## src/rtl/alu_pkg.sv

```systemverilog
// Shared types and constants for the ALU-with-memory subsystem.
package alu_pkg;

  // ALU opcodes carried in the low bits of the instruction's OPER field.
  typedef enum logic [2:0] {
    OP_NOP = 3'd0,
    OP_ADD = 3'd1,
    OP_SUB = 3'd2,
    OP_MUL = 3'd3,
    OP_DIV = 3'd4
  } op_e;

  // Sequencer states: one instruction takes FETCH, WAIT, EXEC, WB.
  typedef enum logic [2:0] {
    S_IDLE  = 3'd0,
    S_FETCH = 3'd1,
    S_WAIT  = 3'd2,
    S_EXEC  = 3'd3,
    S_WB    = 3'd4,
    S_FIN   = 3'd5
  } state_e;

  // Result substituted for an opcode the ALU does not implement.
  localparam logic [15:0] BAD_OP_RESULT = 16'hBAD0;
  // Value the ALU itself returns for a divide by zero.
  localparam logic [15:0] DIV0_RESULT   = 16'hDEAD;

  // Instruction word layout {OPER, A, B}.
  localparam int OPER_MSB = 23;
  localparam int OPER_LSB = 16;
  localparam int A_MSB    = 15;
  localparam int A_LSB    = 8;
  localparam int B_MSB    = 7;
  localparam int B_LSB    = 0;
  localparam int OPC_W    = 3;

  // Only the low opcode bits are decoded; everything above OP_DIV is illegal.
  function automatic logic oper_legal(input logic [7:0] oper);
    return (oper[OPC_W-1:0] <= OP_DIV);
  endfunction

endpackage

```

## src/rtl/alu_seq_ctrl.sv

```systemverilog
// Command sequencer: fetches instructions from a synchronous instruction
// memory, drives the combinational ALU and writes each result to the
// result memory. One run per start pulse, ending with a done pulse.
module alu_seq_ctrl
  import alu_pkg::*;
#(
  parameter int DEPTH  = 16,
  parameter int ADDR_W = 4
) (
  input  logic              clk,
  input  logic              rst_n,
  input  logic              start,
  input  logic [ADDR_W:0]   num_ops,
  output logic [ADDR_W-1:0] imem_addr,
  input  logic [23:0]       imem_rdata,
  output logic [7:0]        alu_a,
  output logic [7:0]        alu_b,
  output logic [7:0]        alu_oper,
  output logic [7:0]        alu_execute,
  input  logic [15:0]       alu_res,
  output logic              rmem_we,
  output logic [ADDR_W-1:0] rmem_addr,
  output logic [15:0]       rmem_wdata,
  output logic              busy,
  output logic              done,
  output logic [ADDR_W:0]   err_cnt
);

  // Largest meaningful instruction count; larger requests are clamped so a
  // run never addresses past the end of the memories.
  localparam logic [ADDR_W:0] MAX_OPS = (ADDR_W+1)'(DEPTH);

  state_e            state_q;
  state_e            state_d;
  logic [ADDR_W:0]   idx_q;
  logic [ADDR_W:0]   idx_nxt;
  logic [ADDR_W:0]   num_q;
  logic [15:0]       res_p1;

  assign idx_nxt    = idx_q + 1'b1;
  assign imem_addr  = idx_q[ADDR_W-1:0];
  assign rmem_addr  = idx_q[ADDR_W-1:0];
  assign rmem_wdata = res_p1;

  // State register; reset aborts a run immediately.
  always_ff @(posedge clk or negedge rst_n) begin
    if (!rst_n) state_q <= S_IDLE;
    else        state_q <= state_d;
  end

  // Next-state decode and state-derived outputs.
  always_comb begin
    state_d = state_q;
    busy    = 1'b0;
    done    = 1'b0;
    rmem_we = 1'b0;
    case (state_q)
      S_IDLE: begin
        if (start) state_d = (num_ops == '0) ? S_FIN : S_FETCH;
      end
      S_FETCH: begin
        busy    = 1'b1;
        state_d = S_WAIT;
      end
      S_WAIT: begin
        busy    = 1'b1;
        state_d = S_EXEC;
      end
      S_EXEC: begin
        busy    = 1'b1;
        state_d = S_WB;
      end
      S_WB: begin
        busy    = 1'b1;
        rmem_we = 1'b1;
        state_d = (idx_nxt == num_q) ? S_FIN : S_FETCH;
      end
      S_FIN: begin
        done    = 1'b1;
        state_d = S_IDLE;
      end
      default: state_d = S_IDLE;
    endcase
  end

  // Run bookkeeping, ALU operand registers and result capture.
  always_ff @(posedge clk or negedge rst_n) begin
    if (!rst_n) begin
      idx_q       <= '0;
      num_q       <= '0;
      err_cnt     <= '0;
      alu_a       <= '0;
      alu_b       <= '0;
      alu_oper    <= '0;
      alu_execute <= '0;
      res_p1      <= '0;
    end else begin
      case (state_q)
        S_IDLE: begin
          if (start) begin
            idx_q   <= '0;
            err_cnt <= '0;
            num_q   <= (num_ops > MAX_OPS) ? MAX_OPS : num_ops;
          end
        end
        // WAIT -> EXEC: instruction word becomes the ALU operands
        S_WAIT: begin
          alu_oper    <= imem_rdata[OPER_MSB:OPER_LSB];
          alu_a       <= imem_rdata[A_MSB:A_LSB];
          alu_b       <= imem_rdata[B_MSB:B_LSB];
          alu_execute <= oper_legal(imem_rdata[OPER_MSB:OPER_LSB]) ? 8'h01 : 8'h00;
        end
        // EXEC -> WB: ALU result (or error marker) captured for write-back
        S_EXEC: begin
          alu_execute <= 8'h00;
          if (oper_legal(alu_oper)) begin
            res_p1 <= alu_res;
            if ((alu_oper[OPC_W-1:0] == 3'(OP_DIV)) && (alu_b == 8'h00))
              err_cnt <= err_cnt + 1'b1;
          end else begin
            res_p1  <= BAD_OP_RESULT;
            err_cnt <= err_cnt + 1'b1;
          end
        end
        S_WB: begin
          idx_q <= idx_nxt;
        end
        default: ;
      endcase
    end
  end

endmodule

```

## config.mk

```make
export PLATFORM = sky130hd
export DESIGN_NAME = alu_seq_ctrl
export DESIGN_NICKNAME = d
export VERILOG_FILES = /design/src/rtl/alu_pkg.sv /design/src/rtl/alu_seq_ctrl.sv
export SDC_FILE = /design/constraint.sdc
export NUM_CORES = 1
export LEC_CHECK = 0
export ABC_AREA = 1
export BUFFER_PORTS_ARGS = -buffer_cell sky130_fd_sc_hd__buf_4
export CORE_AREA = 5 5 88 90
export DETAILED_ROUTE_END_ITERATION = 6
export DIE_AREA = 0 0 93 95
export PLACE_DENSITY = 0.77
export SYNTH_ARGS = -nofsm -noshare
export SYNTH_HDL_FRONTEND = slang
export SYNTH_SLANG_ARGS = --single-unit
```

## constraint.sdc

```tcl
create_clock -name clk -period 1.7 [get_ports clk]
set_clock_uncertainty 0.05 [all_clocks]
set_input_delay 0.255 -clock clk [delete_from_list [all_inputs] [get_ports clk]]
set_output_delay 0.255 -clock clk [all_outputs]
set_load 0.02 [all_outputs]
```

==> metrics <==
status=completed; post-layout power=0.00775 W; CP Data Required Time=around 1400 ps; WHS Endpoint=rmem_wdata[6]$_DFFE_PN0P_; xor/xnor share of the synthesized area=0.0132; Slew Limit Fails=0; CTS root buf=clkbuf_8; Port Buffers=between 100 and 150; Core ar.=between 6000 and 7000 µm²; Design Area, Final=~3800 µm²; Reg clk slew, reported paths=roughly 80 ps; clock buffer depth=2; commonest non-fill, non-tap cell in the layout=buf_4; DR WL met3=approximately 450 µm; simple-gate portion of the synthesized area=0.136; die area=roughly 8800 µm²; cell area after placement=~3500 µm²; Synth Flop Type=dfrtp_1; gr usage total=0.159; drt first pass iters=4; Final Wtd Congestion=0.839; max cap viols=0; DRT antenna net count=0; width of the chip=a little over 90 µm; initial drt markers=slightly below 60; worst path buffer plus inverter count=2; post-synthesis compound-gate area fraction=0.0992; diodes inserted=0; commonest non-fill, non-tap cells in the layout=buf_4 (116), dfrtp_1 (58), nand2_1 (31), inv_1 (22), mux2_2 (19); Placed Cells=around 420; insertion delay to the later sink of the worst-skew pair=~330 ps; worst-path fanout max=2; P per Cell Area=between 2000 and 2500 nW/µm²; fillers=610; Synth cell types=30; DR top layer=met4; Die Y=between 90 and 100 µm; Num Clock Sinks=59; H-tree depth=3; CP arrival=roughly 1300 ps; Mapped Area=~2700 µm²; final wirelength=between 6000 and 7000 µm; Seq/Total Area, Yosys=0.555; Async S/R FF share, synth=1.00; DR WL met2=around 3400 µm; DRC viols=0; fin crit share=0.961; FF-to-FF setup slack=approximately 120 ps; vias in the first global route=between 2000 and 2500; RSZ-0062 raised after global routing=no; mean area per synthesized cell=between 10 and 15 µm²; synthesized-area fraction occupied by adder cells=0.00940; number of flops mapped to enable cells by yosys=0; Vias=between 2000 and 2500; VDD IR-drop max=~0.86 mV; Synth warnings=0; largest family of logic cells by synthesized area=simple AND/OR/NAND/NOR gates; first-pass GRT wire length=between 10000 and 15000 µm; layout cells sized above 1=0.470; initial antenna violation count=0; Area Overhead vs Synth=44.5%; row cnt=31; HPWL after DPL=4840 µm; TritonCTS clock tree=yes; r2r endpoint=rmem_wdata[11]$_DFFE_PN0P_; mux contribution to synthesized area=0.0917; NumNets Final=just over 400; Max Freq=612 MHz; CP Cell Sequence=buf_4 > nor3_1 > buf_4; Crit path max-delay family=flip-flops; top-level I/O count=between 100 and 150; Mapped Cells=~250; R2R depth=5; total CTS buffers=9; Starting Density=0.381; WL/cell=roughly 15 µm; RR Startpoint=state_q[0]$_DFFE_PN0P_; min cycle time layout=between 1500 and 2000 ps; crit-path max cell delay=390 ps; CP dominant cell by count=buf_4; hold wc startpoint=alu_res[6]; Worst setup SP type=flip-flop; Hold Path Class=in -> reg; largest net degree at the start of global routing=35; Leak=approximately 2.0 nW; FF+latch count, synth=about 60; Final setup viols=0; Final Hold Viols=0; post-layout instance count excluding filler cells=450; Vias per Instance=around 5; critical path class=reg -> out; Critical Path End Type=primary output; M1 WL=~2600 µm; Final Util=0.551; slowest CP cell=dfrtp_1; Hold Path Depth=2; Remaining Overflow, GRT=0; WHS=between 80 and 90 ps
-- metal layers --
metal  GRT usage  up-vias
met5           0        -
met4      0.0513        0
met3      0.0438        9
met2       0.282       77
met1       0.185     1068
li1            -     1038
-- worst max path at each step --
stage / slack [ps] / endpoint / cells past startpoint / from
2_1_floorplan: 240 / err_cnt[4]$_DFFE_PN0P_ / 5 / err_cnt[0]$_DFFE_PN0P_
3_3_place_gp: 260 / err_cnt[0]$_DFFE_PN0P_ / 6 / state_q[2]$_DFFE_PN0P_
3_5_place_dp: 210 / err_cnt[4]$_DFFE_PN0P_ / 6 / state_q[2]$_DFFE_PN0P_
4_1_cts: -3 / busy / 6 / state_q[1]$_DFFE_PN0P_
5_1_grt: 20 / rmem_wdata[13]$_DFFE_PN0P_ / 5 / state_q[0]$_DFFE_PN0P_
6_report: 70 / done / 3 / state_q[1]$_DFFE_PN0P_
-- cell type report --
class,count,area [µm²],area share
clock inverter,7,116,0.0303
inverter,28,108,0.0280
sequential,59,1480,0.384
tap,82,103,0.0267
timing repair buffer,120,945,0.246
clock buffer,9,124,0.0322
multi-input combinational,145,973,0.253
-- cells in the mapped netlist (2+ instances only) --
cell type  number  area [µm²]
nand2_2         2        12.5
buf_2           2        10.0
nor2_1         13        48.8
inv_2           4        15.0
nand2_1        32         120
ha_1            2        25.0
a21oi_1         4        20.0
xor2_1          4        35.0
mux2_2         19         214
nor3_1          2        10.0
a22o_1          9        78.8
dfrtp_1        59        1480
inv_1          23        86.3
o22ai_1         6        37.5
nand3_1        10        50.1
mux2_4          2        30.0
buf_4          15         113
or2_2           3        18.8
buf_6           2        22.5
nor2_4          2        22.5
o22a_1          8        70.1
o21ai_0        10        50.1
nand4_1         5        31.3
-- logic make-up after synthesis --
| family | after synthesis |
|---|---|
| buf+inv | 47 |
| compound gates | 38 |
| xor+xnor | 4 |
| mux | 21 |
| fa+ha+maj | 2 |
| other cells | 1 |
| flops | 59 |
| simple gates | 73 |
-- power breakdown --
group | switching (W) | internal, W
Combinational | 0.00199 | 0.00181
Sequential | 0.000393 | 0.00202
Clock | 0.000569 | 0.000971
Total | 0.00295 | 0.00480
-- through the flow --
stage | setup WS (ps) | TNS (ps)
final | 67.1 | 0
after global routing | 19.1 | 0
after CTS | -3.08 | -3.08
after detailed placement | 208 | 0
after global placement | 256 | 0
after floorplan | 238 | 0
-- sequential cells by signal, summed over array words and instances, names as in the netlist --
| register | cells |
|---|---|
| alu_oper | 8 |
| num_q | 5 |
| rmem_wdata | 16 |
| alu_execute | 1 |
| err_cnt | 5 |
| alu_a | 8 |
| alu_b | 8 |
| state_q | 3 |
| idx_q | 5 |
-- repair_timing --
| item | CTS | global route |
|---|---|---|
| pin swaps | 5 | 5 |
| buffers inserted | 8 | 2 |
| resized for setup | 7 | 1 |
| endpoints found under the hold margin | 25 | 0 |
| hold buffers | 1 | 0 |
| setup endpoints to repair | 1 | 3 |
| cloned | 1 | 0 |
(Power assumes the default switching activity.)
